--- config.mk ---
export PLATFORM = sky130hd
export DESIGN_NAME = debounce_bank
export DESIGN_NICKNAME = d
export VERILOG_FILES = /design/src/rtl/debounce_pkg.sv /design/src/rtl/debounce_channel.sv /design/src/rtl/debounce_bank.sv
export SDC_FILE = /design/constraint.sdc
export NUM_CORES = 1
export LEC_CHECK = 0
export ABC_AREA = 1
export CAP_MARGIN = 5
export CORE_MARGIN = 2
export CORE_UTILIZATION = 42
export DETAILED_ROUTE_END_ITERATION = 7
export PLACE_DENSITY = 0.63
export SLEW_MARGIN = 10
export SYNTH_ARGS = -nofsm -noshare
export SYNTH_HDL_FRONTEND = slang
export SYNTH_HIERARCHICAL = 1
export SYNTH_SLANG_ARGS = --single-unit
--- constraint.sdc ---
create_clock -name clk -period 2.2 [get_ports clk]
set_input_delay 0.55 -clock clk [delete_from_list [all_inputs] [get_ports clk]]
set_output_delay 0.55 -clock clk [all_outputs]
set_load 0.02 [all_outputs]
--- src/rtl/debounce_pkg.sv ---
// Shared constants and helpers for the debounce bank.
// Optional input synchroniser is selected with DEBOUNCE_BANK_SYNC_EN.
package debounce_pkg;

  localparam int DEFAULT_CHANNELS   = 4;
  localparam int DEFAULT_HIST_LEN   = 8;
  localparam int DEFAULT_PRESCALE_W = 16;
  localparam int MAX_HIST_LEN       = 64;

  // Constant with the low len bits set: the "stable high" history pattern.
  function automatic logic [MAX_HIST_LEN-1:0] hist_ones(input int len);
    logic [MAX_HIST_LEN-1:0] v;
    v = '0;
    for (int i = 0; i < MAX_HIST_LEN; i++) begin
      v[i] = (i < len);
    end
    return v;
  endfunction

endpackage

--- src/rtl/debounce_channel.sv ---
// One debounce channel: optional 2-flop sync, shift history, hysteretic level,
// edge pulses and a sticky edge-pending flag (DEBOUNCE_BANK_SYNC_EN adds the sync).
module debounce_channel
  import debounce_pkg::*;
#(
  parameter int HIST_LEN = DEFAULT_HIST_LEN
) (
  input  logic clk,
  input  logic reset,
  input  logic strobe,
  input  logic button,
  input  logic ack,
  output logic debounced,
  output logic rise,
  output logic fall,
  output logic pending
);

  localparam logic [HIST_LEN-1:0] HIST_ONES = HIST_LEN'(hist_ones(HIST_LEN));

  logic                sample;
  logic [HIST_LEN-1:0] hist;
  logic [HIST_LEN-1:0] hist_next;
  logic                rise_cond;
  logic                fall_cond;

`ifdef DEBOUNCE_BANK_SYNC_EN
  logic [1:0] sync_q;

  // The synchroniser runs every cycle so it never holds a stale metastable value.
  always_ff @(posedge clk) begin
    if (reset) sync_q <= '0;
    else       sync_q <= {sync_q[0], button};
  end

  assign sample = sync_q[1];
`else
  assign sample = button;
`endif

  assign hist_next = {hist[HIST_LEN-2:0], sample};
  assign rise_cond = strobe && (hist_next == HIST_ONES) && !debounced;
  assign fall_cond = strobe && (hist_next == '0) && debounced;

  // NOTE: all state here uses non-blocking assignments so every register sees
  // the pre-edge values of the others, exactly like the hardware.
  always_ff @(posedge clk) begin
    if (reset) begin
      hist      <= '0;
      debounced <= 1'b0;
      rise      <= 1'b0;
      fall      <= 1'b0;
      pending   <= 1'b0;
    end else begin
      if (strobe) hist <= hist_next;
      // Mixed histories leave the level untouched, giving the hysteresis.
      if (rise_cond)      debounced <= 1'b1;
      else if (fall_cond) debounced <= 1'b0;
      rise    <= rise_cond;
      fall    <= fall_cond;
      // A new edge outranks a simultaneous acknowledge.
      pending <= (pending && !ack) || rise_cond || fall_cond;
    end
  end

endmodule

--- src/rtl/debounce_bank.sv ---
// N-channel debouncer with shared strobe prescaler and interrupt summary.
// Define DEBOUNCE_BANK_SYNC_EN to add a 2-flop synchroniser on each input.
module debounce_bank
  import debounce_pkg::*;
#(
  parameter int CHANNELS   = DEFAULT_CHANNELS,
  parameter int HIST_LEN   = DEFAULT_HIST_LEN,
  parameter int PRESCALE_W = DEFAULT_PRESCALE_W
) (
  input  logic                  clk,
  input  logic                  reset,
  input  logic                  enable,
  input  logic [PRESCALE_W-1:0] prescale,
  input  logic [CHANNELS-1:0]   buttons,
  output logic [CHANNELS-1:0]   debounced,
  output logic [CHANNELS-1:0]   rise,
  output logic [CHANNELS-1:0]   fall,
  output logic [CHANNELS-1:0]   pending,
  input  logic [CHANNELS-1:0]   ack,
  output logic                  irq
);

  logic [PRESCALE_W-1:0] count;
  logic                  strobe;

  // Using >= lets a prescale lowered below the running count strobe at once.
  assign strobe = enable && (count >= prescale);

  always_ff @(posedge clk) begin
    if (reset)       count <= '0;
    else if (strobe) count <= '0;
    else if (enable) count <= count + PRESCALE_W'(1);
  end

  always_ff @(posedge clk) begin
    if (reset) irq <= 1'b0;
    else       irq <= |pending;
  end

  for (genvar i = 0; i < CHANNELS; i++) begin : g_channel
    debounce_channel #(
      .HIST_LEN (HIST_LEN)
    ) u_channel (
      .clk       (clk),
      .reset     (reset),
      .strobe    (strobe),
      .button    (buttons[i]),
      .ack       (ack[i]),
      .debounced (debounced[i]),
      .rise      (rise[i]),
      .fall      (fall[i]),
      .pending   (pending[i])
    );
  end

endmodule
==> impl_metrics.yaml <==
synthesis:
  async_flop_share_pct: 0
  synth_cell_types: 30
  synth_area_leaders: "dfxtp_1 39%, nand2_1 8.8%, inv_1 8.7%, ha_1 6.8%, nor2_1 5.3%"
  yosysWarnings: 6
  ys_seq_area_share_pct: 38.9
  synth.net_count: 456
  synth_area_um2: 3140
  ys_ff_latch: 61
  synthCells: 412
  synth_area_leader_cell: "dfxtp_1"
  synth_area_per_cell_um2: 7.62
  synth_top_area_share_pct: 38.9
  synth_edf_count: 0
  synth_top_flop_cell: "dfxtp_1"
floorplan:
  die_x_um: 90.5
  initial_core_util_pct: 43.3
  die_area_um2: 8180
  num_rows: 31
  pin_count: 44
  die_height_um: 90.5
  core_area_um2: 7250
setup_path:
  cp-end-kind: "flop"
  path_cells: "dlygate4sd2_1, inv_2, ha_4, nand2_2, nor2_1, nor2_1, nand2_1, nand2_1, nand2_2, nand2_1, nand2_1, nand2_2, clkinv_4, buf_6, buf_16, buf_6, o21ai_2, a21oi_1"
  start_kind: "input port"
  r2r_slack_ns: 0.12
  cp_slowest_cell: "dlygate4sd2_1"
  critical_path.top_delay_family: "buffers and inverters"
  criticalPathCategory: "in2reg"
  critPathMaxStageDelay_ns: 0.24
  worst_ep_required_time_ns: 2.42
  cp_common_cell: "nand2_1"
  worstPathArrival_ns: 2.34
  crit-reg2reg-launch: "count[5]"
  critPathMaxFanout: 5
  critPathBufInv: 6
  startpoint: "prescale[1]"
global_routing:
  use_met3_pct: 3.17
  globalRouteTotalUtil_pct: 18.0
  first_global_vias: 2618
  use_met2_pct: 28.4
  grt_pass1_wl_um: 11900
  busiest_layer: "met2"
  use_met1_pct: 24.1
  grt_overflow_total: 0
  antenna_found_initial: 0
  grt_max_degree: 19
clock_tree:
  path_clk_slew_ns: 0.06
  cts_tree: "done"
  clk_latency_ns: 0.33
  root_buffer: "clkbuf_8"
  cts_num_sinks: 61
  hold_buffers: 0
  cts_max_level: 3
  clock_path_buffers: 2
  cts_made_buffers: 9
power_and_ir_drop:
  powerDensity_nw_per_um2: 482
  p_leak_uw: 0.00196
  vdd_drop_max_uv: 264
  power.total_uw: 2130
route:
  drc: 0
  avgViaCountPerCell: 4.77
  avgRoutedWirePerCell_um: 12.2
  wl_um: 7160
  drt_iter0_drc: 141
  ant_nets: 0
  num_vias: 2801
  dr.pass1.iters: 4
place:
  finalWeightedCongestion: 0.805
  place_area_um2: 3790
  pre_cts_slack_ns: -0.552
  io_buffer_count: 43
  hpwl_um: 4500
timing:
  skew_ns: 0.00498
  tightest_slew_ns: 0.385
  timing.final.crit_period_ns: 2.12
  maxSlewHeadroom_pct: 74.1
  setup_ws_ns: 0.0839
  setup_viol: 0
  drv_slew: 0
  finalHoldViolCount: 0
  fmax_mhz: 473
  period_share_pct: 96.2
  fin_setup_tns_ns: 0
final_layout:
  final_area_um2: 4420
  layout_commonest_cell: "nand2_1"
  drive_gt1_share_pct: 25.2
  final_nets: 528
  area.growth.synth_to_final_pct: 40.6
  antenna_cells: 0
  mostFrequentLayoutCells: "67 x nand2_1, 61 x inv_1, 59 x dfxtp_1"
outcome:
  status: "completed"
flow_run:
  cap_viol_max_count: 0
worst_hold_path:
  hp-start: "g_channel[1].u_channel/hist[0]"
  hold_class: "reg2reg"
[routing by layer]
layer | vias up | wire length [um] | part of all wire [%]
li1 | 1445 | - | -
met1 | 1305 | 3520 | 49
met2 | 41 | 3340 | 47
met3 | 10 | 173 | 2.4
met4 | 0 | 128 | 1.8
met5 | - | 0 | 0
[cells by family after synthesis]
family / share of synthesized area (%)
xor gates and xnor gates: 3.35
muxes: 0.319
and+or+nand+nor: 29.8
DFF: 38.9
AOI/OAI and AO/OA: 9.92
adders and majority gates: 6.77
buffers and inverters: 10.9
[synth_stat cells (7+ instances only)]
cell / n
a21oi_1: 27
dfxtp_1: 61
ha_1: 17
inv_1: 73
nand2_1: 74
nand2_2: 8
nand3_1: 12
nand4_1: 7
nor2_1: 44
nor2_2: 9
nor2_4: 10
o21ai_0: 18
xor2_1: 8
[where the power goes]
part | internal [uW] | switching [uW]
Combinational | 85.4 | 80.1
Sequential | 1110 | 4.73
Clock | 431 | 421
[per-stage QoR]
| step | hold slack (ns) | std cells | util [%] |
|---|---|---|---|
| global placement | 0.477 | 563 | 52.2 |
| CTS | 0.494 | 584 | 58.3 |
| detailed placement | 0.481 | 563 | 52.2 |
| global route | 0.523 | 587 | 60.9 |
| floorplan | 0.457 | 412 | - |
| finish | 0.493 | 587 | 60.9 |
[worst register-to-register path, cell delays in order (launching register included)]
cell and delay, ns:
dfxtp_1 0.46, ha_4 0.25, a21oi_1 0.12, o21a_1 0.15, nand2_2 0.06, nand2_1 0.05
nand2_1 0.06, nand2_2 0.12, clkinv_4 0.12, buf_6 0.15, buf_16 0.15, buf_6 0.13
o21ai_2 0.10, a21oi_1 0.04
[worst paths after layout]
| path | end | depth (start not counted) |
|---|---|---|
| max reg2reg | g_channel[2].u_channel/hist[5] | 13 |
| max | g_channel[2].u_channel/hist[5] | 18 |
| min | g_channel[1].u_channel/hist[0] | 2 |
| min reg2reg | g_channel[1].u_channel/hist[0] | 2 |
[flip-flops by register name, summed over array words and instances (netlist names)]
signal                         cells
g_channel.u_channel/fall           4
irq                                1
count                             16
g_channel.u_channel/rise           4
g_channel.u_channel/pending        4
g_channel.u_channel/hist          28
g_channel.u_channel/debounced      4
[what timing repair did]
item / in CTS / in global routing
cloned: 4 / 1
buffers inserted: 3 / 3
setup endpoints to repair: 44 / 43
resized for setup: 61 / 43
pin swaps: 39 / 27
[area by class of cell]
class,instances,area [um^2]
fillers,657,2840
inverters,78,328
repair buffers,66,761
clock inverters,2,10.0
clock buffers,13,149
flip-flops and latches,61,1230
multi-input cells,268,1820
well taps,99,124
No activity file was read; power rests on OpenSTA's default activity.
